--- src/rtl/pwm_dac.sv ---
// PWM DAC: requests one code per 2**CODE_WIDTH-cycle window and plays it as a registered PWM duty.
// Define CENTER_ALIGN_EN for centre-aligned pulses; the default build is edge-aligned. dbg_state_o: 0=IDLE 1=PRIME 2=LOAD 3=RUN.
module pwm_dac #(
    parameter int CODE_WIDTH = 10
) (
    input  logic                  clk,
    input  logic                  rst,
    input  logic                  enable,
    input  logic [CODE_WIDTH-1:0] code,
    output logic                  next_sample,
    output logic                  pwm,
    output logic                  active,
    output logic [1:0]            dbg_state_o
);
    // Handshake: next_sample is high for one cycle; the source presents code on the following cycle,
    // where it is captured at that cycle's closing edge. code is ignored at all other times.
    typedef enum logic [1:0] {
        S_IDLE  = 2'd0,
        S_PRIME = 2'd1,
        S_LOAD  = 2'd2,
        S_RUN   = 2'd3
    } state_t;

    localparam logic [CODE_WIDTH-1:0] CNT_LAST = '1;
    localparam logic [CODE_WIDTH-1:0] CNT_REQ  = {{(CODE_WIDTH-1){1'b1}}, 1'b0};

    state_t                state_q, state_d;
    logic [CODE_WIDTH-1:0] cnt_q, cnt_d;
    logic [CODE_WIDTH-1:0] duty_q, duty_d;
    logic                  req_q, req_d;
    logic                  pwm_q, pwm_d;

    always_ff @(posedge clk or posedge rst) begin
        if (rst) begin
            state_q <= S_IDLE;
            cnt_q   <= '0;
            duty_q  <= '0;
            req_q   <= 1'b0;
            pwm_q   <= 1'b0;
        end else begin
            state_q <= state_d;
            cnt_q   <= cnt_d;
            duty_q  <= duty_d;
            req_q   <= req_d;
            pwm_q   <= pwm_d;
        end
    end

    always_comb begin
        state_d = state_q;
        cnt_d   = cnt_q;
        duty_d  = duty_q;
        req_d   = req_q;
        case (state_q)
            S_IDLE: begin
                cnt_d = '0;
                req_d = 1'b0;
                if (enable) state_d = S_PRIME;
            end
            S_PRIME: state_d = S_LOAD;
            S_LOAD: begin
                duty_d  = code;
                cnt_d   = '0;
                req_d   = 1'b0;
                state_d = S_RUN;
            end
            default: begin
                cnt_d = cnt_q + 1'b1;
                if (cnt_q == CNT_REQ) req_d = enable;
                // Window boundary: either take the requested code or retire to IDLE.
                if (cnt_q == CNT_LAST) begin
                    req_d = 1'b0;
                    if (req_q) duty_d = code;
                    else       state_d = S_IDLE;
                end
            end
        endcase
    end

`ifdef CENTER_ALIGN_EN
    logic [CODE_WIDTH:0] start_w;
    logic [CODE_WIDTH:0] stop_w;
    logic [CODE_WIDTH:0] cnt_w;
`endif

    always_comb begin
        next_sample = (state_q == S_PRIME) ||
                      ((state_q == S_RUN) && (cnt_q == CNT_REQ) && enable);
        active      = (state_q != S_IDLE);
        dbg_state_o = state_q;
`ifdef CENTER_ALIGN_EN
        // Extra bit keeps start+duty from wrapping when duty is near full scale.
        cnt_w   = {1'b0, cnt_q};
        start_w = ({1'b1, {CODE_WIDTH{1'b0}}} - {1'b0, duty_q}) >> 1;
        stop_w  = start_w + {1'b0, duty_q};
        pwm_d   = (state_q == S_RUN) && (cnt_w >= start_w) && (cnt_w < stop_w);
`else
        pwm_d   = (state_q == S_RUN) && (cnt_q < duty_q);
`endif
    end

    assign pwm = pwm_q;

endmodule
--- config.mk ---
export PLATFORM = sky130hd
export DESIGN_NAME = pwm_dac
export DESIGN_NICKNAME = d
export VERILOG_FILES = /design/src/rtl/pwm_dac.sv
export SDC_FILE = /design/constraint.sdc
export NUM_CORES = 1
export LEC_CHECK = 0
export CORE_MARGIN = 2
export CORE_UTILIZATION = 52
export CTS_BUF_LIST = sky130_fd_sc_hd__clkbuf_4 sky130_fd_sc_hd__clkbuf_8
export DETAILED_ROUTE_END_ITERATION = 10
export PLACE_DENSITY = 0.77
export SYNTH_ARGS = -nofsm -noshare
export SYNTH_HDL_FRONTEND = slang
export SYNTH_SLANG_ARGS = --single-unit
--- constraint.sdc ---
create_clock -name clk -period 1.75 [get_ports clk]
set_input_delay 0.35 -clock clk [delete_from_list [all_inputs] [get_ports clk]]
set_output_delay 0.35 -clock clk [all_outputs]
set_load 0.1 [all_outputs]
==> results.txt <==
Biggest area consumer among synthesized cells = dfrtp_1
Worst hold-check path type = in -> async
I/O Pins = 18
DP Area = 0.00191 mm^2
Initial core utilization = 54.1%
Total power = 3710 uW
Detailed placement HPWL = 2310 um
Post-synth EDFFs = 0
Clock-pin slew on the worst setup and hold paths = 0.14 ns
Post-synth top area share = 41.0%
CP Capture Type = primary output
H-tree levels = 1
Setup crit start kind = register
CTS Buf Count = 3
Iter 0 DRT Violations = 37
Status = finished, violations left
Max_cap viols = 0
Arrival time at the worst endpoint = 1.61 ns
Total track usage = 24.0%
Slew headroom = 64.0%
LEAKAGE = 0.00104 uW
Post-Layout Cell Count = 227
Clock Sink Count = 24
DP Worst Slack = -0.0429 ns
P&R area growth vs syn = 52.3%
Ys Warns = 0
Synth area leaders = dfrtp_1 41%, ha_1 14%, mux2_4 10%, inv_1 4.4%, nor2_1 2.8%
Die W = 57.1 um
Number of global-route vias before repair = 1324
Syn Area/Cell = 10.7 um^2
Synth Instances = 137
Initial antenna violation count = 0
Post-Syn Nets = 166
Diode count = 0
Layout cells sized above 1 = 45.4%
Failing checks = negative setup slack
CTS tree = yes
Mapped Area = 0.00147 mm^2
Worst VDD drop = 1880 uV
Final Critical Period = 1.96 ns
Worst setup margin = -0.211 ns
Routability cong. = 0.893
Clk_skew = 0.00870 ns
DR pass1 iterations = 4
Ys flop type = dfrtp_1
Ys async rst share = 100%
Number of distinct library cells after synthesis = 37
First-pass GRT wire length = 6220 um
Clock root cell = clkbuf_4
Worst hold slack = 0.361 ns
Crit path kind = reg -> out
Synth top cells by count = 24 x dfrtp_1, 17 x inv_1, 16 x ha_1
DRC viols = 0
Overflow left after global routing = 0
Worst Path Required = 1.40 ns
Routed len/inst = 16.1 um
Fmax = 0.510 GHz
Most common cell in the netlist = dfrtp_1
Seq cells post-synth = 24
Row count = 19
Total number of vias = 1266
# nets final = 226
Critical path peak fanout = 2
Setup violations, final = 13
Clk buf depth = 2
Buffers on Ports = 17
WL final = 3670 um
Die footprint = 0.00326 mm^2
Pin count of the biggest net entering global routing = 25
Worst slew pin tran = 0.533 ns
Core area = 0.00271 mm^2
Placed insts = 203
Hold Buf Count CTS = 0
Final Max Slew Viols = 0
Post-route clock period utilization = 112%
Worst skew pair latency = 0.32 ns
FILL cells = 164
RSZ-0062 raised after global routing = yes
Post-route cell area = 0.00223 mm^2
Power density over the cells = 1660 mW/mm^2
Hold Fails Final Rpt = 0
Via-to-Cell Ratio = 5.58
Post-DRT Antenna Nets = 0
Die Y = 57.1 um
Part of the Yosys area used for sequential elements = 41.0%
-- layout by cell type (no fill, tap or decap), types with 2 or more instances in the layout --
cell type	netlist	routed
inv_1	17	12
or3_1	4	2
nand4_1	2	2
dfrtp_1	24	22
or3_4	0	3
clkdlybuf4s50_1	0	12
a21oi_1	4	2
o21ai_0	8	6
a21oi_2	0	2
nor3_1	3	2
clkbuf_4	0	3
buf_6	2	4
nand3_1	3	2
o21ai_1	0	2
buf_4	0	35
xor2_1	2	2
nand2_1	5	5
ha_2	0	2
mux2_4	10	11
ha_1	16	10
nor2_1	11	9
buf_12	0	6
nand4b_1	2	2
nand2b_1	2	2
ha_4	0	4
inv_4	0	3
dfrtp_4	0	2
-- cell type report --
cell class                      count  area, um^2  area share (%)
Tap cell                           31        38.8            1.74
Sequential cell                    24         608            27.3
Timing Repair Buffer               57         548            24.6
Clock buffer                        4        36.3            1.63
Inverter                           17        75.1            3.37
Multi-Input combinational cell     94         925            41.4
-- worst paths after layout --
check / start / to / slack (ns) / cells after the start
min reg2reg: duty_q[1]$_DFFE_PP0P_ / duty_q[1]$_DFFE_PP0P_ / 0.53 / 1
max reg2reg: cnt_q[0]$_DFFE_PP0N_ / dbg_state_o[1]$_DFFE_PP0P_ / -0.15 / 6
max in group asynchronous: rst / dbg_state_o[1]$_DFFE_PP0P_ / 1.12 / 3
max: cnt_q[0]$_DFFE_PP0N_ / next_sample / -0.21 / 6
min: rst / dbg_state_o[0]$_DFFE_PP0P_ / 0.36 / 3
min in group clk: duty_q[1]$_DFFE_PP0P_ / duty_q[1]$_DFFE_PP0P_ / 0.53 / 1
-- worst max-delay path: stages, from the launching register on --
cell and delay [ns]:
dfrtp_1 0.42, buf_6 0.13, inv_4 0.05, ha_4 0.13, nand4_1 0.19, o21bai_4 0.20
buf_12 0.19
-- routing by layer --
layer / global-route usage (%) / vias to the layer above / share of wire [%]
met5: 0 / - / 0
met4: 4.32 / 0 / 0.71
met3: 3.40 / 4 / 3.7
met2: 41.5 / 27 / 53
met1: 32.4 / 631 / 42
li1: - / 604 / -
-- metrics by stage --
step,utilization [%],TNS [ns]
2_1_floorplan,-,-1.28
3_3_place_gp,70.4,0
3_5_place_dp,70.4,-0.0825
4_1_cts,80.3,-1.38
5_1_grt,82.3,-3.19
6_report,82.3,-1.52
-- where the power goes --
group	switching [uW]	internal, uW	total, uW
clock network	176	127	303
logic	1270	1250	2520
registers	133	758	892
-- kinds of logic (layout without fill, tap and decap cells) --
group	Yosys count	count (layout)	synth area share, %
compound gates	23	23	10.1
xor+xnor	3	3	1.79
fa+ha+maj	16	16	13.7
buf+inv	19	78	5.89
flops	24	24	41.0
mux	12	12	11.7
simple gates	40	40	15.9
-- flip-flops by register name, summed over array words and instances, names as in the netlist --
register,flops
req_q,1
duty_q,10
cnt_q,10
pwm,1
dbg_state_o,2
-- what timing repair did --
action,4_1_cts,5_1_grt
endpoints found under the hold margin,0,0
pin swaps,6,7
resized for setup,21,11
buffers inserted,18,5
cloned,0,0
endpoints found under the setup margin,14,21
(Power assumes the default switching activity.)
